==> config.mk <==
export PLATFORM = sky130hd
export DESIGN_NAME = quad_gate_bist_ctrl
export DESIGN_NICKNAME = d
export VERILOG_FILES = /design/src/rtl/quad_gate_bist_ctrl_pkg.sv /design/src/rtl/bist_result_acc.sv /design/src/rtl/quad_gate_bist_ctrl.sv
export SDC_FILE = /design/constraint.sdc
export NUM_CORES = 1
export LEC_CHECK = 0
export CELL_PAD_IN_SITES_DETAIL_PLACEMENT = 0
export CELL_PAD_IN_SITES_GLOBAL_PLACEMENT = 1
export CORE_ASPECT_RATIO = 1.1
export CORE_UTILIZATION = 39
export CTS_BUF_LIST = sky130_fd_sc_hd__clkbuf_2
export CTS_CLUSTER_SIZE = 40
export DETAILED_ROUTE_END_ITERATION = 12
export PLACE_DENSITY_LB_ADDON = 0.1
export SLEW_MARGIN = 10
export SYNTH_ARGS = -nofsm -noshare
export SYNTH_HDL_FRONTEND = slang
export SYNTH_SLANG_ARGS = --single-unit
==> constraint.sdc <==
create_clock -name i_clk -period 2.1 [get_ports i_clk]
set_input_delay 0.315 -clock i_clk [delete_from_list [all_inputs] [get_ports i_clk]]
set_output_delay 0.315 -clock i_clk [all_outputs]
set_load 0.05 [all_outputs]
==> src/rtl/quad_gate_bist_ctrl_pkg.sv <==
// Shared definitions for the quad 2-input gate BIST sequencer:
// state encoding, channel/pattern counts and gate truth-table constants.
package quad_gate_bist_ctrl_pkg;

    typedef enum logic [1:0] {
        ST_IDLE   = 2'd0,
        ST_SETTLE = 2'd1,
        ST_CHECK  = 2'd2,
        ST_DONE   = 2'd3
    } bist_state_e;

    localparam int NUM_CH  = 4;
    localparam int NUM_PAT = 4;

    // Truth tables indexed by {A,B}: bit k is the gate output for {A,B} == k.
    localparam logic [3:0] FUNC_OR   = 4'b1110;
    localparam logic [3:0] FUNC_AND  = 4'b1000;
    localparam logic [3:0] FUNC_NAND = 4'b0111;
    localparam logic [3:0] FUNC_NOR  = 4'b0001;

    // Expected gate output for one {A,B} pattern.
    function automatic logic exp_bit(input logic [3:0] func, input logic [1:0] pat);
        return func[pat];
    endfunction

endpackage

==> src/rtl/bist_result_acc.sv <==
// Result accumulator: compares sampled Y outputs with the expected bit,
// collects a sticky per-channel fail mask and latches the first failing pattern.
module bist_result_acc
    import quad_gate_bist_ctrl_pkg::*;
(
    input  logic              clk_i,
    input  logic              rst_ni,
    input  logic              clear_i,
    input  logic              check_i,
    input  logic [1:0]        pattern_i,
    input  logic              exp_i,
    input  logic [NUM_CH-1:0] y_i,
    output logic [NUM_CH-1:0] mismatch_o,
    output logic [NUM_CH-1:0] fail_mask_o,
    output logic [1:0]        first_fail_o
);

    logic [NUM_CH-1:0] fail_mask_q, fail_mask_d;
    logic [1:0]        first_fail_q, first_fail_d;
    logic              seen_q, seen_d;

    // Per-channel compare; anything other than a clean match (including X/Z) flags the channel.
    always_comb begin
        mismatch_o = '0;
        for (int n = 0; n < NUM_CH; n++) begin
            mismatch_o[n] = (y_i[n] === exp_i) ? 1'b0 : 1'b1;
        end
    end

    // Next-state for the sticky results; clear has priority over a check strobe.
    always_comb begin
        fail_mask_d  = fail_mask_q;
        first_fail_d = first_fail_q;
        seen_d       = seen_q;
        if (clear_i) begin
            fail_mask_d  = '0;
            first_fail_d = 2'b00;
            seen_d       = 1'b0;
        end else if (check_i) begin
            fail_mask_d = fail_mask_q | mismatch_o;
            if ((mismatch_o != '0) && !seen_q) begin
                first_fail_d = pattern_i;
                seen_d       = 1'b1;
            end
        end
    end

    // Result registers, cleared asynchronously by reset.
    always_ff @(posedge clk_i or negedge rst_ni) begin
        if (!rst_ni) begin
            fail_mask_q  <= '0;
            first_fail_q <= 2'b00;
            seen_q       <= 1'b0;
        end else begin
            fail_mask_q  <= fail_mask_d;
            first_fail_q <= first_fail_d;
            seen_q       <= seen_d;
        end
    end

    assign fail_mask_o  = fail_mask_q;
    assign first_fail_o = first_fail_q;

endmodule

==> src/rtl/quad_gate_bist_ctrl.sv <==
// BIST sequencer for a quad 2-input gate package: walks the four {A,B}
// patterns on all channels at once, settles, samples Y and reports results.
module quad_gate_bist_ctrl
    import quad_gate_bist_ctrl_pkg::*;
#(
    parameter int unsigned SETTLE_CYCLES = 2,        // legal range 1..15
    parameter logic [3:0]  GATE_FUNC     = FUNC_OR
) (
    input  logic              i_clk,
    input  logic              i_rst_n,
    input  logic              i_start,
    input  logic              i_abort,
    output logic [NUM_CH-1:0] o_a,
    output logic [NUM_CH-1:0] o_b,
    input  logic [NUM_CH-1:0] i_y,
    output logic              o_busy,
    output logic              o_done,
    output logic              o_pass,
    output logic [NUM_CH-1:0] o_fail_mask,
    output logic [1:0]        o_first_fail
);

    localparam logic [3:0] SETTLE_LAST = 4'(SETTLE_CYCLES - 1);
    localparam logic [1:0] LAST_PAT    = 2'(NUM_PAT - 1);

    bist_state_e       state_q, state_d;
    logic [1:0]        pat_q, pat_d;
    logic [3:0]        cnt_q, cnt_d;
    logic [NUM_CH-1:0] a_q, a_d;
    logic [NUM_CH-1:0] b_q, b_d;
    logic              busy_q, busy_d;
    logic              done_q, done_d;
    logic              pass_q, pass_d;

    logic              acc_clear;
    logic              acc_check;
    logic [1:0]        pat_nx;
    logic [NUM_CH-1:0] mismatch;
    logic [NUM_CH-1:0] fail_mask;
    logic [1:0]        first_fail;

    assign pat_nx = pat_q + 2'd1;

    // Next-state and registered-output logic; abort overrides everything.
    always_comb begin
        state_d   = state_q;
        pat_d     = pat_q;
        cnt_d     = cnt_q;
        a_d       = a_q;
        b_d       = b_q;
        busy_d    = busy_q;
        done_d    = done_q;
        pass_d    = pass_q;
        acc_clear = 1'b0;
        acc_check = 1'b0;
        if (i_abort) begin
            state_d   = ST_IDLE;
            pat_d     = 2'b00;
            cnt_d     = '0;
            a_d       = '0;
            b_d       = '0;
            busy_d    = 1'b0;
            done_d    = 1'b0;
            pass_d    = 1'b0;
            acc_clear = 1'b1;
        end else begin
            case (state_q)
                ST_IDLE, ST_DONE: begin
                    if (i_start) begin
                        state_d   = ST_SETTLE;
                        pat_d     = 2'b00;
                        cnt_d     = '0;
                        a_d       = '0;
                        b_d       = '0;
                        busy_d    = 1'b1;
                        done_d    = 1'b0;
                        pass_d    = 1'b0;
                        acc_clear = 1'b1;
                    end
                end
                ST_SETTLE: begin
                    cnt_d = cnt_q + 4'd1;
                    if (cnt_q == SETTLE_LAST) begin
                        state_d = ST_CHECK;
                    end
                end
                ST_CHECK: begin
                    acc_check = 1'b1;
                    cnt_d     = '0;
                    if (pat_q == LAST_PAT) begin
                        state_d = ST_DONE;
                        a_d     = '0;
                        b_d     = '0;
                        busy_d  = 1'b0;
                        done_d  = 1'b1;
                        pass_d  = ((fail_mask | mismatch) == '0);
                    end else begin
                        state_d = ST_SETTLE;
                        pat_d   = pat_nx;
                        a_d     = {NUM_CH{pat_nx[1]}};
                        b_d     = {NUM_CH{pat_nx[0]}};
                    end
                end
                default: begin
                    state_d = ST_IDLE;
                end
            endcase
        end
    end

    // Sequencer state and output registers with asynchronous reset.
    always_ff @(posedge i_clk or negedge i_rst_n) begin
        if (!i_rst_n) begin
            state_q <= ST_IDLE;
            pat_q   <= 2'b00;
            cnt_q   <= '0;
            a_q     <= '0;
            b_q     <= '0;
            busy_q  <= 1'b0;
            done_q  <= 1'b0;
            pass_q  <= 1'b0;
        end else begin
            state_q <= state_d;
            pat_q   <= pat_d;
            cnt_q   <= cnt_d;
            a_q     <= a_d;
            b_q     <= b_d;
            busy_q  <= busy_d;
            done_q  <= done_d;
            pass_q  <= pass_d;
        end
    end

    bist_result_acc u_acc (
        .clk_i        (i_clk),
        .rst_ni       (i_rst_n),
        .clear_i      (acc_clear),
        .check_i      (acc_check),
        .pattern_i    (pat_q),
        .exp_i        (exp_bit(GATE_FUNC, pat_q)),
        .y_i          (i_y),
        .mismatch_o   (mismatch),
        .fail_mask_o  (fail_mask),
        .first_fail_o (first_fail)
    );

    assign o_a          = a_q;
    assign o_b          = b_q;
    assign o_busy       = busy_q;
    assign o_done       = done_q;
    assign o_pass       = pass_q;
    assign o_fail_mask  = fail_mask;
    assign o_first_fail = first_fail;

endmodule

==> flow_summary.toml <==
[cts]
post_cts.repair.setup_buffers = 0
clock_sinks = 20
cts_hold_buf = 0
htree_levels = 1
path_clk_slew_ps = 200
cts_buffer_depth = 2
cts_resized = 0
clock_latency_ps = 320
clockRootBuffer = "clkbuf_2"
cts-buffers-inserted = 3
cts_tree = "yes"

[global_routing]
antenna_found_initial = 0
overflow = 0
grt_usage = 0.1589
grt_pass1_vias = 820
grt_pass1_wl_mm = 3.588
grt_max_degree = 21

[synth]
syn_area_per_cell_um2 = 9.670
async_reset_ff_frac = 1.000
synthTopCellsByArea = "dfrtp_1 (44%), ha_1 (7.7%), nand2_1 (4.9%)"
synth_edf_count = 0
synthesis.instances = 118
seq_area_frac_synth = 0.4386
synth.top_cell.area_share = 0.4386
yosysWarnings = 0
ys_seq_elements = 20
syn_area_mm2 = 0.001141
synth_ff_type = "dfrtp_1"
yosysTopAreaCell = "dfrtp_1"
yosysUniqueCellTypes = 36
syn_nets = 133

[worst_setup_path]
critPathLaunchType = "flip-flop"
worstSetupPathType = "reg -> out"
crit_start = "o_b[2]"
crit_chain = "clkdlybuf4s50_1"
cp_max_fo = 5
rr_startpoint = "state_q[0]"
critPathRequiredTime_ps = 1780
crit_arrival_ps = 1580
critPathBufInv = 1
crit_path_max_incr_delay_ps = 820
cp_top_family = "buffers and inverters"
crit_path_end_kind = "output port"
crit_slowest_cell = "clkdlybuf4s50_1"

[layout]
antenna_cells = 0
drive_gt1_frac = 0.07914
areaGrowthSynthToFinish_pct = 22.15
nNetsFinal = 155

[flow_run]
max_cap_violations = 0

[pwr]
power_density_mw_per_mm2 = 729.9
swShare = 0.3856
pwr-share-comb = 0.401
p_leak_nw = 0.6400
p_switching_mw = 0.3923
clkPwrFrac = 0.154
pwr-share-seq = 0.445
ir_worst_vdd_mv = 0.5681
internal_power_mw = 0.6251

[place]
place_congestion = 0.7391
dp_slack_ps = 245.9
dp_hpwl_mm = 1.660
io_buffers = 24

[die]
start_util = 0.4108
die-area_mm2 = 0.003146
core-area_mm2 = 0.002778
rows = 20
pin_count = 25
fp.dieH_um = 58.73
die_x_um = 53.58

[drt]
drc = 0
wirelength_mm = 2.113
num_vias = 871
first_iter_violations = 12
wl_per_cell_um = 12.28
ant_nets = 0
viasPerCell = 5.064
drt_pre_antenna_iters = 4

[timing]
fmax_mhz = 527.2
finalSetupTns_ps = 0
setup_viol = 0
worst_pin_slew_ps = 500.6
min_period_ps = 1897
finClkSkew_ps = 26.71
setup_ws_ps = 203.1
rsz0062_at_grt = "false"
slew_viol_final = 0
slew_headroom = 0.6652
final_hold_viol_count = 0
min_period_over_period = 0.9033
holdWs_ps = 289.5

[min_path]
hp-class = "in -> async"

[run_status]
status = "finished clean"
==> cells by family after synthesis <==
kind of cell,synth area share
xor gates and xnor gates,0.03070
DFF,0.4386
AOI/OAI and AO/OA,0.1601
and+or+nand+nor,0.1733
adders and majority gates,0.07675
muxes,0.03947
buffers and inverters,0.08114
==> cell usage after synthesis, drive strengths merged, types with 2 or more instances <==
cell and n:
a21oi 10, nand3 2, buf 9, xnor2 4, nand2b 3, ha 7, a31oi 2, a21o 2
dfrtp 20, o21ai 7, inv 8, nor3 2, nor2 8, nand2 15, mux2i 3
==> path summary, 6_finish.rpt <==
| check | cells after the start | slack [ps] | end |
|---|---|---|---|
| worst max-delay path | 1 | 200 | o_b[3] |
| worst min-delay path | 2 | 290 | u_acc.first_fail_o[1] |
| worst max register to register | 6 | 260 | o_b[2] |
| worst min register to register | 2 | 520 | u_acc.seen_q |
| max in group asynchronous | 2 | 1570 | cnt_q[0] |
| min in group i_clk | 2 | 520 | u_acc.seen_q |
==> flip-flops by register name (all words and copies together), names as in the netlist <==
register	flops
o_pass	1
u_acc.seen_q	1
u_acc.first_fail_o	2
u_acc.fail_mask_o	4
o_done	1
o_a	1
state_q	2
o_busy	1
o_b	1
cnt_q	4
pat_q	2
==> cell usage in the layout, fill, tap and decap left out, types with 2 or more instances in the layout <==
cell type / count
nand2b_1: 3
xnor2_1: 4
mux2i_1: 3
inv_1: 8
dfrtp_1: 20
clkdlybuf4s50_1: 24
nor3_1: 2
o21ai_1: 4
clkbuf_2: 3
nor2_1: 8
o21ai_0: 2
a21oi_1: 9
a21o_1: 2
nand2_1: 15
nand3_1: 2
ha_1: 7
buf_4: 2
==> metal layers <==
layer / vias up / global-route usage / routed length, um
met5: - / 0 / 0
met4: 0 / 0.07895 / 30
met3: 4 / 0.02326 / 70
met2: 16 / 0.2643 / 980
met1: 410 / 0.1967 / 1031
li1: 441 / - / -
==> metrics by stage <==
stage                     std cells  utilization  power (mW)  cell area, um^2
after floorplan                 118            -      0.7716             1141
after global placement          168       0.4950      0.8697             1375
after detailed placement        168       0.4950      0.8706             1375
after CTS                       172       0.5018       1.033             1394
after global routing            172       0.5018       1.100             1394
final                           172       0.5018       1.017             1394
==> power groups by stage <==
stage	sequential [mW]	clock, mW	combinational [mW]
after floorplan	0.486	0	0.285
after global routing	0.459	0.187	0.454
after detailed placement	0.461	0	0.409
after CTS	0.454	0.166	0.412
after global placement	0.460	0	0.410
final	0.453	0.156	0.408
==> cell type report <==
type                    count  area [um^2]
clock buffers               3        15.01
fillers                   288         1384
repair buffers             26        255.2
clock inverters             1        3.754
well taps                  33        41.29
multi-input cells          81        548.0
flip-flops and latches     20        500.5
inverters                   8        30.03
Power figures use the tool's default switching activity.
